==> config.mk <==
export PLATFORM = sky130hd
export DESIGN_NAME = tree_accum_ctrl_flat
export DESIGN_NICKNAME = d
export VERILOG_FILES = /design/src/rtl/mul_pkg.sv /design/src/rtl/tree_accum_ctrl_if.sv /design/src/rtl/adder_tree.sv /design/src/rtl/tree_accum_ctrl.sv /design/src/flat_wrapper.sv
export SDC_FILE = /design/constraint.sdc
export NUM_CORES = 2
export LEC_CHECK = 0
export CORE_MARGIN = 5
export CORE_UTILIZATION = 55
export DETAILED_ROUTE_END_ITERATION = 10
export GPL_TIMING_DRIVEN = 0
export HOLD_SLACK_MARGIN = 0.12
export PLACE_DENSITY = 0.74
export REMOVE_ABC_BUFFERS = 1
export SYNTH_ARGS = -nofsm -noshare
export SYNTH_HDL_FRONTEND = slang
export SYNTH_HIERARCHICAL = 1
export SYNTH_SLANG_ARGS = --single-unit
==> constraint.sdc <==
create_clock -name clk -period 39.6 [get_ports clk]
set_input_delay 5.94 -clock clk [delete_from_list [all_inputs] [get_ports clk]]
set_output_delay 5.94 -clock clk [all_outputs]
set_load 0.005 [all_outputs]
==> src/rtl/mul_pkg.sv <==
// Shared constants for the accumulator datapath: operand width and controller state encoding.
package mul_pkg;

  localparam int unsigned OP_W = 128;

  typedef enum logic [1:0] {
    FILL   = 2'd0,
    REDUCE = 2'd1,
    DONE   = 2'd2
  } state_t;

endpackage

==> src/rtl/tree_accum_ctrl_if.sv <==
// Operand-in / result-out handshake bundle for tree_accum_ctrl.
interface tree_accum_ctrl_if #(
  parameter int unsigned CNT_W = 32
);
  import mul_pkg::*;

  logic             in_valid;
  logic [OP_W-1:0]  in_data;
  logic             in_last;
  logic             in_ready;
  logic             out_valid;
  logic [OP_W-1:0]  out_sum;
  logic [CNT_W-1:0] out_count;
  logic             out_ready;

  modport master (
    output in_valid, in_data, in_last, out_ready,
    input  in_ready, out_valid, out_sum, out_count
  );

  modport slave (
    input  in_valid, in_data, in_last, out_ready,
    output in_ready, out_valid, out_sum, out_count
  );

endinterface

==> src/rtl/adder_tree.sv <==
// Combinational balanced adder tree: sum of N OP_W-bit lanes, mod 2^OP_W.
module adder_tree
  import mul_pkg::*;
#(
  parameter int unsigned N = 8
) (
  input  logic [N-1:0][OP_W-1:0] in,
  output logic [OP_W-1:0]        sum
);

  localparam int unsigned LV = $clog2(N);

  for (genvar l = 0; l <= LV; l++) begin : g_lvl
    logic [(N>>l)-1:0][OP_W-1:0] v;
    if (l == 0) begin : g_leaf
      assign v = in;
    end else begin : g_node
      for (genvar k = 0; k < (N >> l); k++) begin : g_add
        assign v[k] = g_lvl[l-1].v[2*k] + g_lvl[l-1].v[2*k+1];
      end
    end
  end

  assign sum = g_lvl[LV].v[0];

endmodule

==> src/rtl/tree_accum_ctrl.sv <==
// Collects operand beats into N lanes, folds each full or final group into an
// accumulator through one adder tree, and presents the message sum and count.
module tree_accum_ctrl
  import mul_pkg::*;
#(
  parameter int unsigned N     = 8,
  parameter int unsigned CNT_W = 32
) (
  input logic             clk,
  input logic             rst,
  tree_accum_ctrl_if.slave bus
);

  localparam int unsigned IDX_W = $clog2(N);

  state_t                 state_q, state_d;
  logic [IDX_W-1:0]       idx_q, idx_d;
  logic [N-1:0][OP_W-1:0] lanes_q, lanes_d;
  logic [OP_W-1:0]        acc_q, acc_d;
  logic [CNT_W-1:0]       cnt_q, cnt_d;
  logic                   last_q, last_d;
  logic [OP_W-1:0]        tree_sum;
  logic                   accept;

  adder_tree #(.N(N)) u_tree (
    .in  (lanes_q),
    .sum (tree_sum)
  );

  assign accept = (state_q == FILL) && bus.in_valid;

  always_ff @(posedge clk or posedge rst) begin
    if (rst) state_q <= FILL;
    else     state_q <= state_d;
  end

  always_comb begin
    state_d = state_q;
    unique case (state_q)
      FILL:    if (accept && (bus.in_last || idx_q == IDX_W'(N-1))) state_d = REDUCE;
      REDUCE:  state_d = last_q ? DONE : FILL;
      DONE:    if (bus.out_ready) state_d = FILL;
      default: state_d = FILL;
    endcase
  end

  always_comb begin
    bus.in_ready  = (state_q == FILL);
    bus.out_valid = (state_q == DONE);
    bus.out_sum   = (state_q == DONE) ? acc_q : '0;
    bus.out_count = (state_q == DONE) ? cnt_q : '0;
  end

  // last_q remembers whether the group now being reduced closes the message.
  always_comb begin
    idx_d   = idx_q;
    lanes_d = lanes_q;
    acc_d   = acc_q;
    cnt_d   = cnt_q;
    last_d  = last_q;
    unique case (state_q)
      FILL: if (accept) begin
        lanes_d[idx_q] = bus.in_data;
        idx_d          = idx_q + IDX_W'(1);
        cnt_d          = cnt_q + CNT_W'(1);
        last_d         = bus.in_last;
      end
      REDUCE: begin
        acc_d   = acc_q + tree_sum;
        lanes_d = '0;
        idx_d   = '0;
      end
      DONE: if (bus.out_ready) begin
        acc_d  = '0;
        cnt_d  = '0;
        last_d = 1'b0;
      end
      default: ;
    endcase
  end

  always_ff @(posedge clk or posedge rst) begin
    if (rst) begin
      idx_q   <= '0;
      lanes_q <= '0;
      acc_q   <= '0;
      cnt_q   <= '0;
      last_q  <= 1'b0;
    end else begin
      idx_q   <= idx_d;
      lanes_q <= lanes_d;
      acc_q   <= acc_d;
      cnt_q   <= cnt_d;
      last_q  <= last_d;
    end
  end

endmodule

==> src/flat_wrapper.sv <==
// flat-port wrapper written by rule: the top's interface ports become plain ports
module tree_accum_ctrl_flat import mul_pkg::*;
#(
  parameter int unsigned N     = 8,
  parameter int unsigned CNT_W = 32
)
  (clk, rst, bus_in_valid, bus_in_data, bus_in_last, bus_out_ready, bus_in_ready, bus_out_valid, bus_out_sum, bus_out_count);
  tree_accum_ctrl_if #(.CNT_W(CNT_W)) bus_i ();
  input logic clk;
  input logic rst;
  input wire logic [$bits(bus_i.in_valid)-1:0] bus_in_valid;
  input wire logic [$bits(bus_i.in_data)-1:0] bus_in_data;
  input wire logic [$bits(bus_i.in_last)-1:0] bus_in_last;
  input wire logic [$bits(bus_i.out_ready)-1:0] bus_out_ready;
  output wire logic [$bits(bus_i.in_ready)-1:0] bus_in_ready;
  output wire logic [$bits(bus_i.out_valid)-1:0] bus_out_valid;
  output wire logic [$bits(bus_i.out_sum)-1:0] bus_out_sum;
  output wire logic [$bits(bus_i.out_count)-1:0] bus_out_count;
  assign bus_i.in_valid = bus_in_valid;
  assign bus_i.in_data = bus_in_data;
  assign bus_i.in_last = bus_in_last;
  assign bus_i.out_ready = bus_out_ready;
  assign bus_in_ready = bus_i.in_ready;
  assign bus_out_valid = bus_i.out_valid;
  assign bus_out_sum = bus_i.out_sum;
  assign bus_out_count = bus_i.out_count;
  tree_accum_ctrl #(.N(N), .CNT_W(CNT_W)) u_core (.clk(clk), .rst(rst), .bus(bus_i));
endmodule
==> out/results.ini <==
[die]
rows=145
fp.dieW_um=407
core-area_um2=156000
ios=295
start_util=0.554
die_area_um2=165000
fp.dieH_um=407

[global_routing]
grt_pass1_wl_um=406000
grt_antenna_before_repair=22
grt_pass1_vias=72900
grt_util_all_layers=0.313
grt_max_degree=130
overflow=0

[synthesis]
synthArstFlopShare=1.00
syn_area_per_cell_um2=8.33
yosysTopAreaCell=dfrtp_1
ys_types=90
synthFlopType=dfrtp_1
synth.yosys.warnings=6
synth_edf_count=0
synth-seq-cells=1190
syn-cell-area_um2=86500
yosysSeqAreaShare=0.344
netlist_instances=10400
synth_top_cell_area_share=0.344
synthTopCellsByArea=dfrtp_1 34%, fa_1 18%, nand2_1 11%

[critical_path]
crit_end=u_core/acc_q[107]
startpoint_type=flop
crit_path_top_delay_cell=nor4b_1
end_kind=flop
cp-startpoint=u_core/lanes_q[8]
cp.arrival_ns=11.13
critPathMaxStageDelay_ns=1.19
r2r_end=u_core/acc_q[107]
cp.required_ns=40.27
r2r_slack_ns=29.14
critPathKind=flop to flop
critPathMaxFanout=6
worst-r2r-cell-count=28
r2r_start=u_core/lanes_q[8]

[detailed_routing]
drtAntennaViolNets=0
drcViolationCount=0
drt_pre_antenna_iters=6
viasPerCell=5.73
via_count=71500
wl_per_cell_um=20.7
drtIter0Drc=6839
wl_um=258000

[clock_network]
clock-root-buffer=clkbuf_16
clock_path_buffers=3
cts-resized-gates=0
cts_buffers=141
htreeDepth=4
cts_setup_buffers=0
cts.clk_slew.worst_paths_ns=0.06
cts_tree=done
ctsHoldBuffers=0
worstSkewPairLatency_ns=0.81
cts_sinks=1190

[timing]
fin_crit_sh=0.264
hold_viol=0
fin_skew_ns=0.0377
fin_setup_tns_ns=0
drv_slew=0
maxSlewHeadroom=0.0339
rsz0062_at_grt=no
max_freq_mhz=95.6
finalSetupViolations=0
period_minus_slack_ns=10.46
worst_pin_slew_ns=1.43

[run]
max_cap_violations=0

[place]
dp_hpwl_um=190000
gp_congestion=0.957
io_buffers=294

[run_status]
status=complete, no violations

[finish]
nets=11500
drive_above_1_share=0.0415
area_growth_syn_to_layout_pct=11.4

[min_path]
hp-class=flop to flop

[worst max-delay path: cells and delay by family (launching register included)]
family	cells	cell delay [ns]
AOI/OAI and AO/OA	11	4.16
adders and majority gates	6	2.91
and+or+nand+nor	6	2.60
DFF	1	0.35
buffers and inverters	4	0.21
xor gates and xnor gates	1	0.12
[state kept, by name, indices dropped and copies added (netlist names)]
name and flops:
u_core/cnt_q 32, u_core/lanes_q 1024, u_core/acc_q 128, u_core/idx_q 3
u_core/last_q 1, u_core/state_q 2
[layout by cell type (no fill, tap or decap), types with 37 or more instances in the layout]
master           instances
dfrtp_1               1190
buf_16                  41
ha_1                   258
nand3_1                292
o21bai_1                75
a21oi_1                863
o21ai_0                732
xor2_1                 117
clkbuf_16              142
nand2_1               2429
nor3_1                  62
a31oi_1                 37
fa_1                   760
nor2_1                 251
clkdlybuf4s50_1        294
nand4_1                123
xnor2_1                152
inv_1                 1675
and2_1                 178
a21o_1                  90
[area by class of cell]
class | count | area (um2)
fillers | 13200 | 59900
inverters | 1676 | 6300
flip-flops and latches | 1190 | 29800
clock inverters | 51 | 702
well taps | 2058 | 2570
diodes | 11 | 27.5
repair buffers | 431 | 5330
clock buffers | 196 | 3990
multi-input cells | 6872 | 47600
[synthesized netlist by cell type (41+ instances only)]
| master | instances |
|---|---|
| a21o_1 | 90 |
| a21oi_1 | 863 |
| and2_1 | 179 |
| buf_2 | 41 |
| buf_4 | 115 |
| clkbuf_1 | 451 |
| dfrtp_1 | 1190 |
| fa_1 | 760 |
| ha_1 | 258 |
| inv_1 | 1676 |
| nand2_1 | 2433 |
| nand3_1 | 296 |
| nand4_1 | 123 |
| nor2_1 | 253 |
| nor3_1 | 64 |
| o21ai_0 | 732 |
| o21bai_1 | 75 |
| xnor2_1 | 152 |
| xor2_1 | 117 |
[worst min path at each step]
stage,depth (start not counted),slack (ns),startpoint,endpoint
after detailed placement,2,0.48,u_core/lanes_q[315],u_core/lanes_q[315]
after global placement,2,0.48,u_core/lanes_q[273],u_core/lanes_q[273]
after floorplan,1,0.47,u_core/last_q,u_core/last_q
final,2,0.50,u_core/lanes_q[315],u_core/lanes_q[315]
after CTS,2,0.50,u_core/lanes_q[1007],u_core/lanes_q[1007]
after global routing,2,0.52,u_core/lanes_q[315],u_core/lanes_q[315]
[kinds of logic after synthesis]
logic type,Yosys count,synth area share
xor gates and xnor gates,269,0.0272
DFF,1190,0.344
and+or+nand+nor,3531,0.174
adders and majority gates,1018,0.213
buffers and inverters,2323,0.107
muxes,4,0.000463
AOI/OAI and AO/OA,2050,0.135
[per-layer routing]
layer / GRT usage / part of all wire / wire, um
met4: 0.119 / 0.039 / 9970
met3: 0.0626 / 0.084 / 21600
met1: 0.436 / 0.42 / 108000
met2: 0.487 / 0.46 / 118000
met5: 0 / 0.00032 / 83
[through the flow]
step,util,instance area [um2],instances,hold slack [ns],setup WS (ns)
after global routing,0.617,96300,12500,0.516,28.82
after CTS,0.616,96300,12500,0.498,29.43
after floorplan,-,83600,9738,0.466,0.137
final,0.617,96300,12500,0.497,29.14
after global placement,0.570,89100,12100,0.480,-41.96
after detailed placement,0.586,91600,12200,0.484,29.49
Power is not shown: default switching activity piles up to over one toggle a cycle in this logic, so the estimate is an artifact.
